## config.mk

```make
export PLATFORM = sky130hd
export DESIGN_NAME = chess_clock_core
export DESIGN_NICKNAME = d
export VERILOG_FILES = /design/src/rtl/chess_clock_core_pkg.sv /design/src/rtl/chess_clock_core_bcd_time_cell.sv /design/src/rtl/chess_clock_core.sv
export SDC_FILE = /design/constraint.sdc
export NUM_CORES = 1
export LEC_CHECK = 0
export ABC_CLOCK_PERIOD_IN_PS = 11900
export CAP_MARGIN = 20
export CORE_MARGIN = 2
export CORE_UTILIZATION = 60
export CTS_CLUSTER_SIZE = 30
export DETAILED_ROUTE_END_ITERATION = 8
export PLACE_DENSITY = 0.8
export SYNTH_ARGS = -nofsm -noshare
export SYNTH_HDL_FRONTEND = slang
export SYNTH_SLANG_ARGS = --single-unit
```

## constraint.sdc

```tcl
create_clock -name clk_i -period 11.9 [get_ports clk_i]
set_input_delay 2.38 -clock clk_i [delete_from_list [all_inputs] [get_ports clk_i]]
set_output_delay 2.38 -clock clk_i [all_outputs]
set_load 0.03 [all_outputs]
```

## src/rtl/chess_clock_core_pkg.sv

```systemverilog
// rtl/chess_clock_core_pkg.sv - state encodings, BCD time constants and BCD arithmetic helpers
// Times are packed {mm, ss} in BCD; arithmetic goes through small binary conversions.
package chess_clock_core_pkg;

  typedef enum logic [2:0] {
    ST_IDLE  = 3'd0,
    ST_SET   = 3'd1,
    ST_RUN   = 3'd2,
    ST_PAUSE = 3'd3,
    ST_FLAG  = 3'd4
  } state_e;

  localparam logic [15:0] ZERO_TIME     = 16'h0000;
  localparam logic [15:0] ONE_SEC_LEFT  = 16'h0001;
  localparam logic [7:0]  DEFAULT_START = 8'h05;
  localparam logic [15:0] DEFAULT_TIME  = {DEFAULT_START, 8'h00};

  function automatic logic [6:0] bcd2bin(input logic [7:0] b);
    return 7'(b[7:4]) * 7'd10 + 7'(b[3:0]);
  endfunction

  function automatic logic [7:0] bin2bcd(input logic [6:0] v);
    return {4'(v / 7'd10), 4'(v % 7'd10)};
  endfunction

  function automatic logic [15:0] bcd_dec1(input logic [15:0] t);
    logic [7:0] m;
    logic [7:0] s;
    if (t[7:0] == 8'h00) begin
      m = bin2bcd(bcd2bin(t[15:8]) - 7'd1);
      s = 8'h59;
    end else begin
      m = t[15:8];
      s = bin2bcd(bcd2bin(t[7:0]) - 7'd1);
    end
    return {m, s};
  endfunction

  // Seconds carry into minutes; anything past max_bcd:59 pins there.
  function automatic logic [15:0] bcd_add_sec(input logic [15:0] t, input logic [5:0] inc,
                                              input logic [7:0] max_bcd);
    logic [6:0] s;
    logic [6:0] m;
    s = bcd2bin(t[7:0]) + 7'(inc);
    m = bcd2bin(t[15:8]);
    if (s >= 7'd60) begin
      s = s - 7'd60;
      m = m + 7'd1;
    end
    if (m > bcd2bin(max_bcd)) begin
      return {max_bcd, 8'h59};
    end
    return {bin2bcd(m), bin2bcd(s)};
  endfunction

  function automatic logic [7:0] bcd_inc_min(input logic [7:0] m, input logic [7:0] max_bcd);
    return (m == max_bcd) ? 8'h01 : bin2bcd(bcd2bin(m) + 7'd1);
  endfunction

endpackage

```

## src/rtl/chess_clock_core_bcd_time_cell.sv

```systemverilog
// rtl/chess_clock_core_bcd_time_cell.sv - one player's BCD mm:ss register with load, decrement and increment
// Priority: load over increment over decrement; a zero time never decrements.
module bcd_time_cell
  import chess_clock_core_pkg::*;
#(
  parameter logic [7:0] MAX_MIN_BCD = 8'h99
) (
  input  logic        clk_i,
  input  logic        reset_i,
  input  logic        load_i,
  input  logic [15:0] load_val_i,
  input  logic        dec1_i,
  input  logic        add_inc_i,
  input  logic [5:0]  inc_sec_i,
  output logic [15:0] time_o,
  output logic        expiring_o
);

  logic [15:0] time_q;
  logic [15:0] time_d;

  always_comb begin
    time_d = time_q;
    if (load_i) begin
      time_d = load_val_i;
    end else if (add_inc_i) begin
      time_d = bcd_add_sec(time_q, inc_sec_i, MAX_MIN_BCD);
    end else if (dec1_i && (time_q != ZERO_TIME)) begin
      time_d = bcd_dec1(time_q);
    end
  end

  always_ff @(posedge clk_i) begin
    if (reset_i) begin
      time_q <= DEFAULT_TIME;
    end else begin
      time_q <= time_d;
    end
  end

  assign time_o     = time_q;
  assign expiring_o = (time_q == ONE_SEC_LEFT);

endmodule

```

## src/rtl/chess_clock_core.sv

```systemverilog
// rtl/chess_clock_core.sv - N-player chess clock: FSM, 1 Hz prescaler, turn rotation, start-minute setup
// Each player's time lives in a bcd_time_cell; this level decides who decrements, increments or loads.
module chess_clock_core
  import chess_clock_core_pkg::*;
#(
  parameter int NUM_PLAYERS = 2,
  parameter int CLK_HZ      = 100_000_000,
  parameter int MAX_MIN     = 99,
  parameter int PW          = (NUM_PLAYERS > 2) ? $clog2(NUM_PLAYERS) : 1
) (
  input  logic                      clk_i,
  input  logic                      reset_i,
  input  logic                      enable_i,
  input  logic                      set_i,
  input  logic                      add_i,
  input  logic                      turn_end_i,
  input  logic [5:0]                inc_sec_i,
  output logic [PW-1:0]             active_o,
  output logic [7:0]                start_min_o,
  output logic [16*NUM_PLAYERS-1:0] times_o,
  output logic [NUM_PLAYERS-1:0]    flag_o,
  output logic [2:0]                state_o
);

  localparam int              PRW         = (CLK_HZ > 1) ? $clog2(CLK_HZ) : 1;
  localparam logic [PRW-1:0]  PRESC_LAST  = PRW'(CLK_HZ - 1);
  localparam logic [7:0]      MAX_MIN_BCD = {4'(MAX_MIN / 10), 4'(MAX_MIN % 10)};
  localparam logic [PW-1:0]   LAST_PLAYER = PW'(NUM_PLAYERS - 1);

  state_e                   state_q, state_d;
  logic [PRW-1:0]           presc_q, presc_d;
  logic [PW-1:0]            active_q, active_d;
  logic [7:0]               start_min_q, start_min_d;
  logic [NUM_PLAYERS-1:0]   flag_q, flag_d;

  logic [NUM_PLAYERS-1:0]   expiring;
  logic                     in_run, turn_acc, tick, act_expiring, expire;
  logic                     enter_run_from_set, enter_set, load_all;

  assign in_run             = (state_q == ST_RUN);
  assign turn_acc           = in_run && turn_end_i;
  // A turn_end on the tick edge swallows that tick.
  assign tick               = in_run && (presc_q == PRESC_LAST) && !turn_acc;
  assign expire             = tick && act_expiring;
  assign enter_run_from_set = (state_q == ST_SET) && (state_d == ST_RUN);
  assign enter_set          = (state_q != ST_SET) && (state_d == ST_SET);
  assign load_all           = (state_d == ST_SET) || enter_run_from_set;

  always_comb begin
    act_expiring = 1'b0;
    for (int i = 0; i < NUM_PLAYERS; i++) begin
      if (active_q == PW'(i)) act_expiring = expiring[i];
    end
  end

  always_ff @(posedge clk_i) begin
    if (reset_i) begin
      state_q <= ST_IDLE;
    end else begin
      state_q <= state_d;
    end
  end

  always_comb begin
    state_d = state_q;
    case (state_q)
      ST_IDLE:  if (set_i) state_d = ST_SET;
      ST_SET:   if (enable_i) state_d = ST_RUN;
      ST_RUN: begin
        if (expire) state_d = ST_FLAG;
        else if (!enable_i) state_d = ST_PAUSE;
      end
      ST_PAUSE: begin
        if (set_i) state_d = ST_SET;
        else if (enable_i) state_d = ST_RUN;
      end
      ST_FLAG:  if (set_i) state_d = ST_SET;
      default:  state_d = ST_IDLE;
    endcase
  end

  always_comb begin
    presc_d     = presc_q;
    active_d    = active_q;
    start_min_d = start_min_q;
    flag_d      = flag_q;
    if (enter_run_from_set || turn_acc) begin
      presc_d = '0;
    end else if (in_run) begin
      presc_d = (presc_q == PRESC_LAST) ? '0 : presc_q + PRW'(1);
    end
    if (enter_run_from_set) begin
      active_d = '0;
    end else if (turn_acc) begin
      active_d = (active_q == LAST_PLAYER) ? '0 : active_q + PW'(1);
    end
    if ((state_q == ST_SET) && add_i) begin
      start_min_d = bcd_inc_min(start_min_q, MAX_MIN_BCD);
    end
    if (enter_set) begin
      flag_d = '0;
    end else if (expire) begin
      flag_d = flag_q | (NUM_PLAYERS'(1) << active_q);
    end
  end

  always_ff @(posedge clk_i) begin
    if (reset_i) begin
      presc_q     <= '0;
      active_q    <= '0;
      start_min_q <= DEFAULT_START;
      flag_q      <= '0;
    end else begin
      presc_q     <= presc_d;
      active_q    <= active_d;
      start_min_q <= start_min_d;
      flag_q      <= flag_d;
    end
  end

  for (genvar i = 0; i < NUM_PLAYERS; i++) begin : g_cell
    bcd_time_cell #(
      .MAX_MIN_BCD(MAX_MIN_BCD)
    ) u_cell (
      .clk_i      (clk_i),
      .reset_i    (reset_i),
      .load_i     (load_all),
      .load_val_i ({start_min_d, 8'h00}),
      .dec1_i     (tick && (active_q == PW'(i))),
      .add_inc_i  (turn_acc && (active_q == PW'(i))),
      .inc_sec_i  (inc_sec_i),
      .time_o     (times_o[16*i +: 16]),
      .expiring_o (expiring[i])
    );
  end

  always_comb begin
    state_o     = state_q;
    active_o    = active_q;
    start_min_o = start_min_q;
    flag_o      = flag_q;
  end

endmodule

```

Word-level counts from Yosys, hierarchy flattened
Index checks and enable logic that the tools add are counted.
{ "totals": {"ff_bits": 73, "output_inout_bits": 46, "wordCells": 145} }
{ "classes": {"add_sub_neg": 18, "multipliers": 5, "n_div": 18, "magnitude_cmp": 4, "n_eq_ne": 11, "shifts": 1, "mux": 43, "n_bitwise": 2, "n_reduce_logical": 34} }
{ "op_table": {"columns": ["cell", "n"], "rows": [
  ["2-to-1 mux 16 bit", 10],
  ["2-to-1 mux 7 bit", 12],
  ["divider 7 x 4 -> 7 bit (second input constant)", 9],
  ["modulo 7 x 4 -> 7 bit (second input constant)", 9],
  ["2-to-1 mux 8 bit", 6],
  ["adder 7 x 4 -> 7 bit", 5],
  ["equality test 16 x 1 -> 1 bit (second input constant)", 2],
  ["nonzero test 16 bit", 2],
  ["multiplier 4 x 3 -> 6 bit (second input constant)", 5],
  ["subtractor 7 x 1 -> 7 bit (second input constant)", 4],
  ["adder 27 x 1 -> 27 bit (second input constant)", 1],
  ["equality test 27 bit (second input constant)", 1],
  ["2-to-1 mux 27 bit", 1],
  ["adder 7 x 1 -> 7 bit (second input constant)", 3],
  ["logical NOT 8 bit", 2],
  ["2-to-1 mux 3 bit", 5],
  ["adder 7 x 6 -> 7 bit", 2],
  [">= comparator 7 x 6 -> 1 bit (second input constant)", 2],
  ["> comparator 7 bit (second input constant)", 2],
  ["subtractor 7 x 6 -> 7 bit (second input constant)", 2],
  ["logical AND 1 bit", 13],
  ["case mux 3 bit (4 select lines)", 1],
  ["nonzero test 3 bit", 4],
  ["OR reduction 2 bit", 5],
  ["other kinds (15)", 28]
]} }

Depth between registers and ports, before layout
{ "depth": {"word_depth": 18, "mapped_depth": 39} }

Cells and area by module
Synthesis repeated with hierarchy kept, for this count alone.
{ "hier_totals": {"cells_unflattened": 1501, "area_unflattened_um2": 11225.8} }
{ "modules_own_cells": {"columns": ["mod", "instances", "cells_each", "area_per_inst_um2", "seq_area_each_um2"], "rows": [
  ["bcd_time_cell", 2, 576, 4219.0, 320.3],
  ["chess_clock_core", 1, 349, 2787.7, 820.8]
]} }

Least setup slack after synthesis
Ideal clock, no wire load.
{ "synth_path": {"path_type": "input -> register", "start": "in inc_sec_i[0]", "end": "reg g_cell[1].u_cell.time_q[10]", "t_arrival_ns": 8.886, "t_required_ns": 11.817, "path_slack_ns": 2.931, "stages": 32, "n_path_buf": 0, "cell_sequence": "ha_1 > inv_1 > fa_1 > nand2b_1 > a2111oi_0 > a311o_1 > nand3_1 > a21boi_1 > xnor2_1 > ha_1 > nor2_1 > mux2_2 > o21ai_0 > o211ai_2 > ha_1 > a311oi_1 > nand4_1 > a21oi_1 > xnor2_1 > inv_1 > ha_1 > inv_1 > o21ai_0 > a211o_1 > xnor2_1 > ha_1 > nand2_1 > nand2_1 > a21oi_1 > a311oi_4 > mux2_1 > o2111ai_1"} }
{ "synth_via": {"elab_chain_len": 12, "word_cells_on_any_way": 13, "cone_classes": "add/sub: 1; div: 1; order compare: 2; mux: 9"} }
{ "synth_rtl": {"columns": ["element", "line", "rtl"], "rows": [
  ["start, declared", "chess_clock_core.sv:17", "input logic [5:0] inc_sec_i,"],
  ["adder 7 x 6 -> 7 bit (*)", "chess_clock_core_pkg.sv:44", "s = bcd2bin(t[7:0]) + 7'(inc);"],
  [">= comparator 7 x 6 -> 1 bit (*)", "chess_clock_core_pkg.sv:46", "if (s >= 7'd60) begin"],
  ["2-to-1 mux 7 bit (*)", "chess_clock_core_pkg.sv:46", null],
  ["2-to-1 mux 7 bit (*)", "chess_clock_core_bcd_time_cell.sv:26", "end else if (add_inc_i) begin"],
  ["2-to-1 mux 7 bit (*)", "chess_clock_core_bcd_time_cell.sv:24", "if (load_i) begin"],
  ["parallel branches: the longest is 4 deep, another holds modulo 7 x 4 -> 7 bit", null, null],
  ["2-to-1 mux 16 bit (*)", "chess_clock_core_pkg.sv:53", "return {bin2bcd(m), bin2bcd(s)};"],
  ["2-to-1 mux 16 bit (*)", "chess_clock_core_bcd_time_cell.sv:26", null],
  ["2-to-1 mux 16 bit (*)", "chess_clock_core_bcd_time_cell.sv:24", null],
  ["end signal, assigned", "chess_clock_core_bcd_time_cell.sv:37", "time_q <= time_d;"],
  ["end, declared", "chess_clock_core_bcd_time_cell.sv:19", "logic [15:0] time_q;"]
]} }
Every way passes the cells marked *. The select of a mux whose other input is x is not followed.
A chain may end at the register's enable or synchronous reset.

Worst setup path in the final report
Same ends and word-level chain as after synthesis.

==> run metrics <==
CP Launch Type input pin; Residual DRC 0; P per Cell Area 91.5 nW/um^2; peak per-stage delay on the critical path 500 ps; crit path max-delay cell type clkdlybuf4s50_1; DP Wirelength 22300 um; initial DRC count 1005; commonest cells after routing, fill and taps aside nor2_1 (153), nand2_1 (142), a21oi_1 (106); #FFs+latches synth 73; Seq/Total Area, Yosys 14.0%; Mapped Cells 1427; RSZ-0062 raised after global routing false; Die Span Y 136 um; vias in the first global route 9618; Top-Level Pins 58; type of the worst min-delay path register to register; Nets 1556; status completed; Synth warnings 0; CP endpoint kind register; Final Hold Viols 0; setup TNS 0 ps; CTS buffer count 9; Detailed Route WL 28800 um; antenna viol nets, final 0; Synth Cell Area 10400 sq um; Post-synth EDFFs 0; Post-CTS Resized 0; worst skew pair latency 350 ps; DIE WIDTH 136 um; post-CTS setup buffer count 0; share of the synthesized area in the top cell type 14.0%; Clock Tree Buf Depth 2; Leakage 0.00439 uW; CTS Hold Bufs 0; Max VDD drop 99.2 uV; setup violators final 0; P&R area growth vs syn 9.86%; max_slew headroom 34.0%; total global-route track usage 30.6%; final worst path period need 10190 ps; CTS tree built; Slew Viols, Final 0; # rows 48; Crit Path Category input pin to register; clock-pin slew on the worst setup and hold paths 60 ps; first-pass GRT wire length 46700 um; # port buffers 57; CP dominant cell by count ha_1; post-synth top area cell dfxtp_1; initial antenna violation count 0; Initial Util 60.8%; htree depth 3; # diodes 0; FFs w/ async S/R, synth 0%; Critical Path AT 10460 ps; DR vias/cell 6.50; CP Max Fanout 9; Max Cap Viol 0; Worst Max-Slew Pin Slew 982 ps; largest net degree at the start of global routing 29; Placer Congestion 0.990; DIE AREA 18400 sq um; Worst EP required 12160 ps; layout cells sized above 1 6.24%; Top delay family on crit path compound AO/OA/AOI/OAI gates; grt ovf 0; WP buf/inv 4; Core Area 17100 sq um; period utilisation layout 85.7%; most common cell after layout, fill and taps aside nor2_1; Distinct cells, synth 100; syn_nets 1529; wire per inst 17.1 um; first-pass iteration count of the detailed router 6; Fmax achieved 98.1 MHz; top_reg_cell synth dfxtp_1; clk_skew 10.4 ps; synth top area cells dfxtp_1 (14%), ha_1 (9.4%), xnor2_1 (6.3%); fin util 66.8%; Root Driver clkbuf_16; Fill cells 1494; total number of vias 10933; Clock Sinks 73; Avg Cell Area, Syn 7.29 sq um
## where the power goes
group / switching, uW / internal, uW
combinational: 292 / 186
sequential: 15.2 / 251
clock: 112 / 189
## worst paths after layout
check	slack [ps]	startpoint	depth (start not counted)	end
hold reg to reg	470	presc_q[1]	2	presc_q[1]
setup / recovery	1710	inc_sec_i[0]	33	g_cell[1].u_cell.time_o[10]
hold / removal	470	presc_q[1]	2	presc_q[1]
setup reg to reg	2500	g_cell[1].u_cell.time_o[5]	34	g_cell[1].u_cell.time_o[10]
## cell usage after synthesis (all sizes together), types with 11 or more instances
cell,instances
nand3,61
nor4,17
o211ai,22
or3,21
inv,52
o221ai,11
nand4,15
and3,18
a211oi,23
ha,78
nor2,154
a32oi,11
nand2,144
xor2,48
o21ai,109
a31oi,20
mux2,14
a21o,19
o22ai,12
mux2i,28
clkbuf,40
and2,18
xnor2,80
fa,12
o21a,13
nor3,46
dfxtp,73
a21oi,108
## stage by stage
stage,hold slack [ps],worst slack [ps],instance area (sq um),instances,total power (uW)
after floorplan,449,2930,10400,1427,637
after global placement,464,1890,11100,1667,728
after detailed placement,472,1520,11100,1667,736
after CTS,480,1850,11400,1682,1040
after global routing,522,1070,11400,1683,1110
final,473,1710,11400,1683,1050
## per-layer routing
| layer | global-route usage [%] | share of wire (%) | vias to the layer above | wire (um) |
|---|---|---|---|---|
| met2 | 49.6 | 45 | 396 | 13000 |
| met1 | 41.3 | 45 | 5097 | 13100 |
| met3 | 5.39 | 7.1 | 58 | 2050 |
| met5 | 0 | 0 | - | 0 |
| met4 | 9.61 | 2.6 | 0 | 742 |
| li1 | - | - | 5382 | - |
## registers in the layout, summed over array words and instances, names as in the netlist
signal and flops:
flag_o 2, start_min_o 8, g_cell.u_cell.time_o 32, presc_q 27, state_o 3, active_o 1
## worst register-to-register path: cells and delay by family, from the launching register on
kind | cells | cell delay [ps]
buf+inv | 3 | 330
compound gates | 12 | 2900
fa+ha+maj | 8 | 2580
mux | 2 | 650
simple gates | 4 | 420
xor+xnor | 5 | 1990
flops | 1 | 480
## logic make-up (layout without fill, tap and decap cells)
logic type | Yosys count | in the layout | share of synthesized area, %
AOI/OAI and AO/OA | 451 | 451 | 29.7
xor gates and xnor gates | 128 | 128 | 11.3
adders and majority gates | 94 | 94 | 12.1
buffers and inverters | 100 | 131 | 3.82
DFF | 73 | 73 | 14.0
muxes | 43 | 43 | 4.50
and+or+nand+nor | 538 | 538 | 24.5
## final cells by class
type                            count  area (sq um)  area share (%)
Inverter                           52           195            1.71
Sequential cell                    73          1460            12.8
Clock inverter                      4          76.3           0.668
Multi-Input combinational cell   1254          8550            74.8
Timing Repair Buffer               64           623            5.45
Tap cell                          225           282            2.46
Clock buffer                       11           243            2.12
(Power assumes the default switching activity.)
